===== src/rtl/dest_hazard_track.sv =====
// dest_hazard_track
//   Follows the GPR destination of each instruction through EX, MEM and WB.
//   From that it produces the rs/rt operand-forwarding selects and the
//   load-use / HI-LO stall for the ID stage. It also runs a countdown that
//   covers the multi-cycle DIV/DIVU latency.
//
// Ports
//   clk, rst_n                 clock, asynchronous active-low reset
//   id_dest, id_wen            destination and write enable of the ID instruction
//   id_is_load, id_is_div      ID instruction class
//   id_uses_hilo               ID instruction reads or writes HI/LO
//   id_rs, id_rt               ID source registers
//   id_use_rs, id_use_rt       the source is actually read
//   flush                      kill the ID instruction (EX gets a bubble)
//   stall                      hold PC, IF/ID and put a bubble into EX
//   fwd_a, fwd_b               00 regfile, 01 EX, 10 MEM, 11 WB
//   div_busy                   divider countdown is non-zero
//   ex_dest, mem_dest, wb_dest tracked destination per stage
//   wb_wen                     WB stage writes the register file
module dest_hazard_track #(
    parameter int DIV_LAT = 32
) (
    input  logic       clk,
    input  logic       rst_n,
    input  logic [4:0] id_dest,
    input  logic       id_wen,
    input  logic       id_is_load,
    input  logic       id_is_div,
    input  logic       id_uses_hilo,
    input  logic [4:0] id_rs,
    input  logic [4:0] id_rt,
    input  logic       id_use_rs,
    input  logic       id_use_rt,
    input  logic       flush,
    output logic       stall,
    output logic [1:0] fwd_a,
    output logic [1:0] fwd_b,
    output logic       div_busy,
    output logic [4:0] ex_dest,
    output logic [4:0] mem_dest,
    output logic [4:0] wb_dest,
    output logic       wb_wen
);

    localparam int CW = $clog2(DIV_LAT + 1);
    localparam logic [CW-1:0] DIV_LOAD = CW'(DIV_LAT);
    localparam logic [CW-1:0] CNT_ONE  = CW'(1);

    typedef struct packed {
        logic [4:0] dest;
        logic       wen;
        logic       load;
    } rec_t;

    rec_t          ex_q, mem_q, wb_q;
    rec_t          ex_d;
    logic [CW-1:0] cnt_q, cnt_d;
    logic          load_use, hilo_wait, div_start;

    // Writes to $0 are discarded, so a $0 destination never produces a hazard.
    function automatic logic hit(input rec_t r, input logic [4:0] src);
        return r.wen && (r.dest != 5'd0) && (r.dest == src);
    endfunction

    // Youngest producer wins. A load in EX has no data yet. That case is
    // covered by the load-use stall, so EX is skipped and the select falls
    // through to older stages.
    function automatic logic [1:0] fwd_sel(input rec_t ex, input rec_t mem,
                                           input rec_t wb, input logic [4:0] src,
                                           input logic used);
        logic [1:0] sel;
        sel = 2'b00;
        if (used) begin
            if (hit(ex, src) && !ex.load) sel = 2'b01;
            else if (hit(mem, src))       sel = 2'b10;
            else if (hit(wb, src))        sel = 2'b11;
        end
        return sel;
    endfunction

    always_comb begin
        load_use  = ex_q.load && ((id_use_rs && hit(ex_q, id_rs)) ||
                                  (id_use_rt && hit(ex_q, id_rt)));
        hilo_wait = div_busy && id_uses_hilo;
        stall     = load_use || hilo_wait;
    end

    assign div_busy = (cnt_q != '0);
    assign fwd_a    = fwd_sel(ex_q, mem_q, wb_q, id_rs, id_use_rs);
    assign fwd_b    = fwd_sel(ex_q, mem_q, wb_q, id_rt, id_use_rt);

    // A stalled or flushed ID instruction does not enter EX. It therefore
    // cannot start the divider either.
    assign div_start = id_is_div && !stall && !flush;

    always_comb begin
        ex_d = '0;
        if (!stall && !flush) ex_d = '{dest: id_dest, wen: id_wen, load: id_is_load};

        cnt_d = cnt_q;
        if (div_start)      cnt_d = DIV_LOAD;
        else if (div_busy)  cnt_d = cnt_q - CNT_ONE;
    end

    always_ff @(posedge clk or negedge rst_n) begin
        if (!rst_n) begin
            ex_q  <= '0;
            mem_q <= '0;
            wb_q  <= '0;
            cnt_q <= '0;
        end else begin
            ex_q  <= ex_d;
            mem_q <= ex_q;
            wb_q  <= mem_q;
            cnt_q <= cnt_d;
        end
    end

    assign ex_dest  = ex_q.dest;
    assign mem_dest = mem_q.dest;
    assign wb_dest  = wb_q.dest;
    assign wb_wen   = wb_q.wen;

endmodule

===== config.mk =====
export PLATFORM = sky130hd
export DESIGN_NAME = dest_hazard_track
export DESIGN_NICKNAME = d
export VERILOG_FILES = /design/src/rtl/dest_hazard_track.sv
export SDC_FILE = /design/constraint.sdc
export NUM_CORES = 1
export LEC_CHECK = 0
export BUFFER_PORTS_ARGS = -buffer_cell sky130_fd_sc_hd__buf_4
export CAP_MARGIN = 5
export CORE_MARGIN = 2
export CORE_UTILIZATION = 45
export CTS_CLUSTER_DIAMETER = 80
export CTS_CLUSTER_SIZE = 10
export DETAILED_ROUTE_END_ITERATION = 8
export GPL_ROUTABILITY_DRIVEN = 0
export PLACE_DENSITY = 0.72
export SLEW_MARGIN = 15
export SYNTH_ARGS = -nofsm -noshare
export SYNTH_HDL_FRONTEND = slang
export SYNTH_SLANG_ARGS = --single-unit

===== constraint.sdc =====
create_clock -name clk -period 2.6 [get_ports clk]
set_input_delay 0.39 -clock clk [delete_from_list [all_inputs] [get_ports clk]]
set_output_delay 0.39 -clock clk [all_outputs]
set_load 0.005 [all_outputs]

== Word-level counts from Yosys, hierarchy flattened ==
Index checks and enable logic that the tools add are counted.

* Flip-flop bits (word level): 25
* Input port bits: 24
* Output and inout bits: 22
* Word-level logic and storage cells: 54

* Add/sub/neg operators: 1
* Eq/ne operators: 6
* Multiplexer cells: 11
* Reduce and logical (&&, ||, !) cells: 28

{| class="wikitable"
|+ Operator list
! operator !! number
|-
| 5-bit == test || 6
|-
| 1-bit logical AND || 18
|-
| 2-bit 2-to-1 mux || 8
|-
| 5-bit nonzero test || 3
|-
| 6-bit 2-to-1 mux || 2
|-
| 7-bit 2-to-1 mux || 1
|-
| 6-bit nonzero test || 1
|-
| 6-bit by 1-bit subtractor with 6-bit output, second input constant || 1
|-
| 1-bit logical NOT || 3
|-
| 1-bit logical OR || 2
|-
| 2-bit nonzero test || 1
|}

== Depth between registers and ports, before layout ==
Gate-level depths: netlist of the first run.

* Word-level depth: 11
* Mapped depth: 8
* Gate-level depth less buffers: 7

== Least setup slack after synthesis of the first run ==
No wires, ideal clock.

* Kind: register to register
* Start: register cnt_q[0]
* End: register cnt_q[3]
* Setup time: 0.127 ns
* Arrival: 1.915 ns
* Required time: 2.473 ns
* Path slack: 0.559 ns
* Cell stages (with the launch flop): 9
* Path buffers: 2
* Clock period less this slack: 2.041 ns
* Path through: dfrtp_1 -> inv_1 -> ha_1 -> or3b_1 -> nand2b_1 -> clkbuf_1 -> a221oi_2 -> buf_6 -> a22oi_1

* Cells in the longest elaborated chain, start to end: 7
* Elaborated cells between the ends (all ways): 10
* Classes of those cells: add/sub: 1; mux: 2; reduce/logical: 7

{| class="wikitable"
|+ Ends and longest elaborated chain
! what !! RTL line !! source
|-
| start: declaration || 57 || <nowiki>logic [CW-1:0] cnt_q, cnt_d;</nowiki>
|-
| start signal: assignment || 115 || <nowiki>cnt_q <= cnt_d;</nowiki>
|-
| 6-bit nonzero test (*) || 88 || <nowiki>assign div_busy = (cnt_q != '0);</nowiki>
|-
| named net div_busy || 38 || <nowiki>output logic div_busy,</nowiki>
|-
| 1-bit logical AND || 84 || <nowiki>hilo_wait = div_busy && id_uses_hilo;</nowiki>
|-
| 1-bit logical OR || 85 || <nowiki>stall = load_use || hilo_wait;</nowiki>
|-
| 1-bit logical NOT || 94 || <nowiki>assign div_start = id_is_div && !stall && !flush;</nowiki>
|-
| 1-bit logical AND (2 in series) || 94 ||
|-
| 6-bit 2-to-1 mux / 2-bit nonzero test (equally long branches) || -- ||
|}

The timed path passes the listed nets; every way through them passes the cells marked *. The select of a mux whose other input is x is not followed.
A chain may end at the register's enable or synchronous reset.

== Final worst setup path of the first run ==
* Start: register wb_q (netlist bit wb_dest[1])
* End: output port fwd_a[0]

* Cells in the longest elaborated chain, start to end: 7
* Elaborated cells between the ends (all ways): 8
* Classes of those cells: eq/ne: 1; mux: 4; reduce/logical: 3

{| class="wikitable"
|+ Ends and longest elaborated chain
! what !! RTL line !! source
|-
| start: declaration || 55 || <nowiki>rec_t ex_q, mem_q, wb_q;</nowiki>
|-
| start signal: assignment || 114 || <nowiki>wb_q <= mem_q;</nowiki>
|-
| 5-bit nonzero test || 62 || <nowiki>return r.wen && (r.dest != 5'd0) && (r.dest == src);</nowiki>
|-
| 1-bit logical AND || 62 ||
|-
| 1-bit logical AND (*) || 62 ||
|-
| 2-bit 2-to-1 mux (*) || 76 || <nowiki>else if (hit(wb, src)) sel = 2'b11;</nowiki>
|-
| 2-bit 2-to-1 mux (*) || 75 || <nowiki>else if (hit(mem, src)) sel = 2'b10;</nowiki>
|-
| 2-bit 2-to-1 mux (*) || 74 || <nowiki>if (hit(ex, src) && !ex.load) sel = 2'b01;</nowiki>
|-
| 2-bit 2-to-1 mux (*) || 73 || <nowiki>if (used) begin</nowiki>
|-
| end: declaration || 36 || <nowiki>output logic [1:0] fwd_a,</nowiki>
|}

Every way passes the cells marked *; elsewhere a longest branch is shown, timed or not.

==> summary.txt, run 1 <==
Final layout
  – Count of nets after finishing: 206
  – Area Growth Syn to Fin: 24.6%
  – Proportion of layout cells with a drive suffix above 1: 34.1%
  – ANT cells: 0
  – Final cell utilization of the core: 58.7%

Setup path
  – Worst-path maximum fanout: 4
  – Max stage delay on crit path: 0.56 ns
  – Endpoint kind of the worst setup timing path: primary output
  – Cell type of the slowest stage on the worst timing path: or4_1
  – Startpoint of the worst-slack reg-to-reg timing path: cnt_q[0]
  – Depth of the most critical reg-to-reg path: 7
  – Category of cells accounting for the largest share of critical-path delay: simple AND/OR/NAND/NOR gates
  – Data arrival time of the critical path: 2.04 ns
  – Buffering stage count on the worst path with inverters included: 1
  – Path type of the worst setup path: reg -> out
  – Critical path startpoint category: flop
  – Required time at the worst-slack endpoint: 2.21 ns
  – Ordered list of cells on the worst path: or4_1 -> nor2_1 -> nor4_1 -> nor2b_1 -> o21a_1 -> buf_4
  – Capturing point of the worst reg2reg path: ex_q[0]
  – Flop-to-flop setup slack: 0.58 ns

STA
  – Setup repair after global routing missed its margin: false
  – Total Neg Setup Slack: 0 ns
  – Slew @ Worst Pin: 0.510 ns
  – Period minus WS final: 2.43 ns
  – Final Max Slew Viols: 0
  – Hold violation count in the final report: 0
  – Clock skew after layout: 0.00101 ns
  – Worst max-slew margin expressed relative to the limit: 65.9%
  – Achievable frequency: 411 MHz
  – Final critical-path share of the clock period: 93.6%
  – Total setup violations reported at the end of the flow: 0

Placement
  – Dpl hpwl: 2530 um
  – Count of port buffers added during placement: 45

CTS
  – Number of clock buffers inserted by TritonCTS: 3
  – Clock Tree Root: clkbuf_4
  – Reg clk slew, reported paths: 0.13 ns
  – Setup repair bufs after CTS: 0
  – TritonCTS sink count: 25
  – Latest clock arrival within the worst-skew pair: 0.30 ns
  – CTS tree: yes
  – Buffers from clock root to sink, at most: 2
  – # H-tree levels: 1

Pwr
  – Power per Cell Area: 593 mW/mm^2
  – Worst IR drop on VDD: 0.475 mV
  – Lkg Pwr: 0.862 nW

Synth
  – Total number of yosys warnings: 0
  – Post-synthesis sequential area ratio: 43.5%
  – Number of instances in the synthesized netlist: 140
  – Area of the mapped netlist: 0.00144 mm^2
  – Post-Syn Nets: 166
  – Count of state elements after synthesis: 25
  – Average instance area after synthesis: 10.3 um^2
  – Post-synthesis cell type count: 32

Die
  – Cell row count: 20
  – Width of the die: 60.5 um
  – Die height: 60.5 um
  – Total I/O pin count: 46
  – Initial core utilization: 47.1%
  – Die ar.: 0.00366 mm^2
  – Core Footprint: 0.00305 mm^2

Global routing
  – Antenna violations before repair: 0
  – Maximum number of pins on one net before global-route repair: 26
  – Global-route congestion overflow total: 0
  – Aggregate global-route resource usage: 19.3%
  – Global-route wire length before repair: 5090 um
  – Number of global-route vias before repair: 1115

Detailed routing
  – Number of detailed-routing iterations run before antenna repair: 3
  – Number of routed nets with antenna violations: 0
  – Routed wirelength normalized by instance count: 14.0 um
  – Ratio of routed vias to standard cells: 5.06
  – Sum of routed wire length over all layers: 3120 um
  – DR DRC count: 0
  – Number of vias in the routed layout: 1128
  – Number of DRC markers in iteration 0: 16

Worst hold path
  – Number of cells traversed by the worst hold path: 2
  – Tightest Hold Check Type: in -> reg
  – Endpoint of the worst hold path: cnt_q[0]
  – Worst hold start: id_is_div

Outcome
  – Status: complete, no violations

Job
  – Max-Cap Viols: 0
## registers in the layout, summed over array words and instances (netlist names)
signal    cells
ex_dest       5
wb_wen        1
mem_dest      5
ex_q          2
cnt_q         6
mem_q         1
wb_dest       5
## report_power, final
group / switching, mW / total, mW / internal, mW
Combinational: 0.176 / 0.373 / 0.197
Sequential: 0.0715 / 0.523 / 0.452
Clock: 0.107 / 0.167 / 0.0598
## synth_stat cells
master,number,area [um^2]
dfrtp_1,25,626
xnor2_1,23,201
buf_4,10,75.1
xor2_1,8,70.1
and2_2,7,52.6
nor2_1,7,26.3
a21oi_1,6,30.0
nor3_1,6,30.0
inv_1,5,18.8
nand2_1,5,18.8
nand4_1,4,25.0
nor4_1,4,25.0
nand3_1,3,15.0
nor2b_1,3,18.8
or4_1,3,22.5
ha_1,2,25.0
nand2b_1,2,12.5
o21a_1,2,15.0
o21ai_0,2,10.0
a21o_2,1,8.76
a221oi_2,1,15.0
a22o_2,1,10.0
a22oi_1,1,7.51
buf_6,1,11.3
clkbuf_1,1,3.75
mux2_2,1,11.3
mux2i_1,1,10.0
nand3b_1,1,7.51
nor3b_1,1,7.51
o211a_1,1,10.0
o32ai_1,1,8.76
or3b_1,1,8.76
## logic make-up (layout without fill, tap and decap cells)
logic type	count (synthesis)	count (layout)	synth area share [%]
compound gates	16	16	8.01
xor+xnor	31	31	18.9
fa+ha+maj	2	2	1.74
buf+inv	17	56	7.57
flops	25	25	43.5
mux	2	2	1.48
simple gates	47	47	18.8
## timing repair
item                                   4_1_cts  5_1_grt
hold buffers                                 1        0
setup endpoints to repair                    0        3
resized for setup                            0        3
endpoints found under the hold margin       25        0
## placed cells by master, fill, tap and decap left out, types with 3 or more instances in the layout
| cell | n |
|---|---|
| nor2b_1 | 3 |
| nand3_1 | 3 |
| buf_4 | 46 |
| nor2_1 | 7 |
| inv_1 | 5 |
| and2_2 | 7 |
| a21oi_1 | 6 |
| nor3_1 | 6 |
| xor2_1 | 8 |
| clkbuf_4 | 3 |
| nand2_1 | 5 |
| nor4_1 | 4 |
| xnor2_1 | 23 |
| dfrtp_1 | 25 |
| nand4_1 | 4 |
| or4_1 | 3 |
## metal layers
metal  up-vias  part of all wire [%]  wire length (um)  GRT usage, %
li1        547                     -                 -             -
met1       553                    44              1360          24.5
met2        26                    53              1650          34.2
met3         2                   3.2                99          2.56
met4         0                  0.61                19          6.52
met5         -                     0                 0             0
## worst max path at each step
stage	end	from	depth (start not counted)	slack, ns
finish	fwd_a[0]	wb_dest[1]	6	0.17
global route	fwd_a[0]	wb_dest[1]	6	0.05
CTS	stall	cnt_q[0]	6	0.08
detailed placement	stall	cnt_q[0]	6	0.46
global placement	stall	cnt_q[0]	6	0.50
floorplan	cnt_q[3]	cnt_q[0]	8	0.56
## area by class of cell
cell class | instances | area [um^2]
well taps | 44 | 55.1
multi-input cells | 98 | 711
clock buffers | 4 | 26.3
inverters | 5 | 18.8
fillers | 277 | 1260
repair buffers | 47 | 355
flip-flops and latches | 25 | 626
## stage by stage
stage	worst slack [ns]	area [um^2]	total power [mW]	instances	hold slack, ns
3_5_place_dp	0.458	1750	0.888	218	0.311
3_3_place_gp	0.500	1750	0.870	218	0.303
4_1_cts	0.0837	1780	1.06	223	0.268
5_1_grt	0.0455	1790	1.15	223	0.267
2_1_floorplan	0.559	1440	0.772	140	0.0944
6_report	0.166	1790	1.06	223	0.285
(Power assumes the default switching activity.)
==> run 2, diff against run 1 <==
CELL_PAD_IN_SITES_DETAIL_PLACEMENT = 0   (was default)
CELL_PAD_IN_SITES_GLOBAL_PLACEMENT = 1   (was default)
CORE_UTILIZATION = 38   (was 45)
PLACE_DENSITY = default   (was 0.72)
PLACE_DENSITY_LB_ADDON = 0.1   (was default)
==> run 2 against run 1 <==
Compared with the run above:
- critical path depth unchanged
- count of clock-buffer cells in the layout decreased by 1
- critical path type unchanged
- power increased by 4.6%
- cell area increased by 0.42%
- non-clock buffer count decreased by 1
- worst setup slack got worse by 0.013 ns
- largest cell class unchanged
- global-route usage decreased by 4.0 points
- sequential share of layout area decreased by 0.15 points
- critical endpoint is now stall
==> summary.txt, run 2 (synthesis results as in run 1) <==
Detailed routing
  – Sum of routed wire length over all layers: 3060 um (-2.1%)
  – Routed wirelength normalized by instance count: 13.5 um (-3.4%)
  – Number of detailed-routing iterations run before antenna repair: 4 (+1)
  – Ratio of routed vias to standard cells: 4.81 (-4.9%)
  – Number of vias in the routed layout: 1087 (-3.6%)
  – Number of DRC markers in iteration 0: 23 (+7)
  – Number of routed nets with antenna violations: 0 (unchanged)
  – DR DRC count: 0 (unchanged)

Global routing
  – Global-route congestion overflow total: 0 (unchanged)
  – Aggregate global-route resource usage: 15.3% (-4.0 points)
  – Antenna violations before repair: 0 (unchanged)
  – Number of global-route vias before repair: 1041 (-6.6%)
  – Maximum number of pins on one net before global-route repair: 26 (unchanged)
  – Global-route wire length before repair: 4920 um (-3.4%)

STA
  – Worst max-slew margin expressed relative to the limit: 70.6% (+4.7 points)
  – Setup repair after global routing missed its margin: false
  – Total setup violations reported at the end of the flow: 0 (unchanged)
  – Slew @ Worst Pin: 0.440 ns (-0.0701 ns)
  – Hold violation count in the final report: 0 (unchanged)
  – Final Max Slew Viols: 0 (unchanged)
  – Period minus WS final: 2.45 ns (+0.0134 ns)
  – Total Neg Setup Slack: 0 ns (unchanged)
  – Clock skew after layout: 0.00674 ns (+0.00574 ns)
  – Final critical-path share of the clock period: 94.1% (+0.51 points)
  – Achievable frequency: 409 MHz (-0.55%)

Setup path
  – Critical path startpoint category: flop
  – Data arrival time of the critical path: 2.06 ns (+0.02 ns)
  – Category of cells accounting for the largest share of critical-path delay: simple AND/OR/NAND/NOR gates
  – Setup crit start: cnt_q[0]
  – Path type of the worst setup path: reg -> out
  – Buffering stage count on the worst path with inverters included: 2 (+1)
  – Ordered list of cells on the worst path: inv_1 -> ha_1 -> or3b_1 -> nand2b_1 -> a22o_2 -> buf_4
  – Max stage delay on crit path: 0.42 ns (-0.14 ns)
  – Startpoint of the worst-slack reg-to-reg timing path: cnt_q[0]
  – Cell type of the slowest stage on the worst timing path: dfrtp_1
  – Required time at the worst-slack endpoint: 2.21 ns (about the same)
  – Worst-path maximum fanout: 6 (+2)
  – Endpoint kind of the worst setup timing path: primary output

Pwr
  – Fraction of power spent switching nets: 32.4% (-0.99 points)
  – Power per Cell Area: 618 mW/mm^2 (+4.1%)
  – Internal cell power: 0.752 mW (+6.1%)
  – Combinational fraction of design power: 33.2% (-1.9 points)
  – Proportion of power drawn by flip-flops and latches: 46.8% (-2.4 points)
  – Design Power: 1.11 mW (+4.6%)
  – Lkg Pwr: 0.858 nW (-0.40%)
  – Worst IR drop on VDD: 0.467 mV (-1.7%)
  – Switching power of the nets: 0.360 mW (+1.5%)
  – Clk pwr share: 20.0% (+4.3 points)

Placement
  – Count of port buffers added during placement: 45 (unchanged)
  – Dpl hpwl: 2490 um (-1.4%)

CTS
  – CTS Hold Buffers Added: 0 (-1)
  – # H-tree levels: 1 (unchanged)
  – Clock Tree Root: clkbuf_8
  – CTS tree: yes
  – Latest clock arrival within the worst-skew pair: 0.26 ns (-0.04 ns)
  – Buffers from clock root to sink, at most: 2 (unchanged)
  – Number of clock buffers inserted by TritonCTS: 3 (unchanged)
  – Reg clk slew, reported paths: 0.09 ns (-0.04 ns)
  – Setup repair bufs after CTS: 0 (unchanged)
  – TritonCTS sink count: 25 (unchanged)

Final layout
  – Flip-flop count of the largest register after layout: 6 (unchanged)
  – Most common cell after layout, fill and taps aside: buf_4
  – ANT cells: 0 (unchanged)
  – Filler Cells Inserted: 357 (+29%)
  – Commonest non-fill, non-tap cells in the layout: 46 x buf_4, 25 x dfrtp_1, 23 x xnor2_1
  – Register with the most flip-flops: cnt_q
  – Area Growth Syn to Fin: 25.2%
  – Proportion of layout cells with a drive suffix above 1: 34.3% (+0.19 points)
  – Count of nets after finishing: 205 (-0.49%)

Die
  – Width of the die: 65.5 um (+8.2%)
  – Die ar.: 0.00429 mm^2 (+17%)
  – Cell row count: 22 (+10%)
  – Total I/O pin count: 46 (unchanged)
  – Core Footprint: 0.00366 mm^2 (+20%)
  – Die height: 65.5 um (+8.2%)
  – Initial core utilization: 39.3% (-7.8 points)

Job
  – Max-Cap Viols: 0 (unchanged)

Worst hold path
  – Tightest Hold Check Type: in -> async

Outcome
  – Status: complete, no violations
-- run 2: cell types whose count changed in the layout (fill, tap and decap cells not counted), sizes merged --
cell / change
clkbuf: -1
clkinv: +1
dlygate4sd3: -1
-- run 2: cell type report --
| type | count | area [um^2] | share of cell area, % |
|---|---|---|---|
| multi-input cells | 98 | 703 | 39.1 |
| flip-flops and latches | 25 | 626 | 34.8 |
| repair buffers | 46 | 345 | 19.2 |
| well taps | 48 | 60.1 | 3.34 |
| clock buffers | 3 | 41.3 | 2.29 |
| inverters | 5 | 18.8 | 1.04 |
| clock inverters | 1 | 5.00 | 0.278 |
-- run 2: repair_timing --
action                                  CTS  global route
endpoints found under the hold margin     0             0
resized for setup                         0             1
endpoints found under the setup margin    0             2
-- run 2: worst paths after layout --
kind	end	slack (ns)	depth (start not counted)
min in group clk	cnt_q[0]	0.33	2
worst max-delay path	stall	0.15	6
worst max register to register	cnt_q[3]	0.34	7
worst min register to register	mem_q[1]	0.41	0
worst min-delay path	ex_dest[2]	0.01	1
max in group asynchronous	wb_wen	2.34	1
-- run 2: per-layer routing --
layer  part of all wire, %  vias to the layer above  wire [um]  GRT usage, %
li1                      -                      540          -             -
met1                    43                      514       1320          19.1
met2                    51                       31       1550          26.9
met3                   5.2                        2        158          2.05
met4                  0.75                        0         23          5.47
met5                     0                        -          0             0
-- run 2: metrics by stage --
step,utilization (%),hold WS [ns],setup WS (ns),area [um^2],std cells
final,49.1,0.0144,0.153,1800,226
after global routing,49.1,0.0229,0.0188,1800,226
after CTS,49.1,0.0189,0.103,1800,226
after detailed placement,47.9,0.311,0.348,1750,222
after global placement,47.9,0.309,0.404,1750,222
after floorplan,-,0.0944,0.559,1440,140
-- run 2: power groups by stage --
stage	sequential, mW	clock [mW]	combinational, mW
2_1_floorplan	0.512	0	0.260
3_3_place_gp	0.526	0	0.357
3_5_place_dp	0.528	0	0.368
4_1_cts	0.520	0.234	0.373
5_1_grt	0.531	0.249	0.414
6_report	0.520	0.222	0.369
-- run 2: worst register-to-register path: cells and delay by family (launching register included) --
| kind | cells | cell delay [ns] |
|---|---|---|
| and+or+nand+nor | 2 | 0.66 |
| AOI/OAI and AO/OA | 2 | 0.58 |
| DFF | 1 | 0.42 |
| buffers and inverters | 2 | 0.31 |
| adders and majority gates | 1 | 0.19 |
==> run 3, diff against run 2 <==
clock period = 2.52 ns   (was 2.6 ns; I/O delays follow)
==> run 3 against run 2 <==
Compared with the run above:
- the flow now finishes with violations (hold timing)
- power is 5.5% higher
- cell area is 0.63% higher
- combinational power is 4% higher
==> summary.txt, run 3 (synthesis results as in run 1) <==
Pwr
  – Fraction of power spent switching nets: 33.2% (+0.88 points)
  – Switching power of the nets: 0.390 mW (+8.3%)
  – Power per Cell Area: 647 mW/mm^2 (+4.8%)
  – Combinational fraction of design power: 32.6% (-0.6 points)
  – Internal cell power: 0.782 mW (+4.1%)
  – Lkg Pwr: 0.869 nW (+1.2%)
  – Proportion of power drawn by flip-flops and latches: 46.1% (-0.7 points)
  – Worst IR drop on VDD: 0.375 mV (-20%)
  – Design Power: 1.17 mW (+5.5%)
  – Clk pwr share: 21.3% (+1.3 points)

STA
  – Hold_ws: -0.00738 ns (-0.0218 ns)
  – Setup repair after global routing missed its margin: false
  – Period minus WS final: 2.37 ns
  – Total setup violations reported at the end of the flow: 0 (unchanged)
  – Slew @ Worst Pin: 0.443 ns (+0.00280 ns)
  – Worst max-slew margin expressed relative to the limit: 70.4% (-0.19 points)
  – Hold violation count in the final report: 22 (+22)
  – Total Neg Setup Slack: 0 ns (unchanged)
  – Final Max Slew Viols: 0 (unchanged)
  – Clock skew after layout: 0.00166 ns (-0.00508 ns)
  – Achievable frequency: 422 MHz
  – Final critical-path share of the clock period: 94.0%

Die
  – Initial core utilization: 39.3% (unchanged)
  – Cell row count: 22 (unchanged)
  – Die ar.: 0.00429 mm^2 (unchanged)
  – Die height: 65.5 um (unchanged)
  – Total I/O pin count: 46 (unchanged)
  – Width of the die: 65.5 um (unchanged)
  – Core Footprint: 0.00366 mm^2 (unchanged)

Job
  – Max-Cap Viols: 0 (unchanged)

CTS
  – Buffers from clock root to sink, at most: 2 (unchanged)
  – Clock Tree Root: clkbuf_8
  – Reg clk slew, reported paths: 0.09 ns (about the same)
  – CTS Hold Buffers Added: 0 (unchanged)
  – TritonCTS sink count: 25 (unchanged)
  – Number of clock buffers inserted by TritonCTS: 3 (unchanged)
  – Latest clock arrival within the worst-skew pair: 0.27 ns (about the same)
  – # H-tree levels: 1 (unchanged)
  – CTS tree: yes
  – Setup repair bufs after CTS: 0 (unchanged)

Detailed routing
  – Number of DRC markers in iteration 0: 26 (+13%)
  – Number of vias in the routed layout: 1109 (+2.0%)
  – Routed wirelength normalized by instance count: 13.5 um (-0.49%)
  – DR DRC count: 0 (unchanged)
  – Ratio of routed vias to standard cells: 4.91 (+2.0%)
  – Sum of routed wire length over all layers: 3040 um (-0.49%)
  – Number of detailed-routing iterations run before antenna repair: 4 (unchanged)
  – Number of routed nets with antenna violations: 0 (unchanged)

Global routing
  – Maximum number of pins on one net before global-route repair: 26 (unchanged)
  – Global-route wire length before repair: 5040 um (+2.5%)
  – Aggregate global-route resource usage: 15.3% (about the same)
  – Global-route congestion overflow total: 0 (unchanged)
  – Antenna violations before repair: 0 (unchanged)
  – Number of global-route vias before repair: 1070 (+2.8%)

Setup path
  – Data arrival time of the critical path: 1.99 ns (-0.07 ns)
  – Endpoint kind of the worst setup timing path: primary output
  – Path type of the worst setup path: reg -> out
  – Worst-path maximum fanout: 5 (-1)
  – Critical path startpoint category: flop
  – Required time at the worst-slack endpoint: 2.14 ns (-0.07 ns)

Final layout
  – Commonest non-fill, non-tap cells in the layout: 46 x buf_4, 25 x dfrtp_1, 23 x xnor2_1
  – Count of nets after finishing: 205 (unchanged)
  – Number of cells in the finished layout apart from fillers: 226 (unchanged)
  – Final cell utilization of the core: 49.5% (+0.31 points)
  – Register with the most flip-flops: cnt_q
  – ANT cells: 0 (unchanged)
  – Filler Cells Inserted: 344 (-3.6%)
  – Flip-flop count of the largest register after layout: 6 (unchanged)
  – Proportion of layout cells with a drive suffix above 1: 34.8% (+0.56 points)
  – Area Growth Syn to Fin: 25.9%
  – Most common cell after layout, fill and taps aside: buf_4

Placement
  – Dpl hpwl: 2480 um (-0.33%)
  – Count of port buffers added during placement: 45 (unchanged)
  – Cell total after placement: 222 (unchanged)

Worst hold path
  – Tightest Hold Check Type: in -> async

Outcome
  – Violated checks: hold timing
  – Status: finished with violations
==> run 3: final timing paths <==
| check | startpoint | end | slack (ns) | cells after the start |
|---|---|---|---|---|
| worst max-delay path | ex_dest[3] | fwd_b[1] | 0.15 | 5 |
| worst min-delay path | rst_n | ex_dest[2] | -0.007 | 1 |
| worst max register to register | cnt_q[0] | cnt_q[3] | 0.34 | 7 |
| worst min register to register | ex_q[1] | mem_q[1] | 0.41 | 0 |
| max in group asynchronous | rst_n | wb_dest[0] | 2.29 | 1 |
| min in group clk | id_is_div | cnt_q[0] | 0.31 | 2 |
==> run 3: timing repair <==
action | 4_1_cts | 5_1_grt
setup endpoints to repair | 0 | 7
hold endpoints to repair | 0 | 0
resized for setup | 0 | 3
==> run 3: critical path, cell delays in order (launching register included) <==
cell and delay, ns:
dfrtp_1 0.45, or4_1 0.57, o21ai_1 0.21, nor3_1 0.11, nor3b_1 0.24, buf_4 0.15
==> run 3: routing by layer <==
layer / GRT usage (%) / part of all wire [%] / vias to the layer above
met4: 4.43 / 0.95 / 0
li1: - / - / 548
met3: 2.05 / 5.1 / 4
met1: 19.4 / 44 / 519
met5: 0 / 0 / -
met2: 27.2 / 50 / 38
==> run 3: area by class of cell <==
class / count / area [um^2] / area share, %
Inverter: 5 / 18.8 / 1.04
Multi-Input combinational cell: 98 / 711 / 39.3
Clock buffer: 3 / 41.3 / 2.28
Sequential cell: 25 / 626 / 34.6
Tap cell: 48 / 60.1 / 3.32
Clock inverter: 1 / 8.76 / 0.484
Timing Repair Buffer: 46 / 345 / 19.1
==> run 3: through the flow <==
stage | area, um^2 | hold WS (ns) | setup slack, ns
3_5_place_dp | 1750 | 0.299 | 0.210
4_1_cts | 1800 | 0.000155 | 0.0501
5_1_grt | 1810 | 0.00334 | 0.00526
6_report | 1810 | -0.00738 | 0.151
2_1_floorplan | 1440 | 0.0824 | 0.479
3_3_place_gp | 1750 | 0.296 | 0.323
==> run 3: power by group through the flow <==
stage | logic (mW) | clock network [mW] | registers, mW
after floorplan | 0.268 | 0 | 0.528
after global placement | 0.368 | 0 | 0.542
after detailed placement | 0.373 | 0 | 0.547
after CTS | 0.376 | 0.257 | 0.539
after global routing | 0.432 | 0.276 | 0.550
final | 0.382 | 0.250 | 0.540
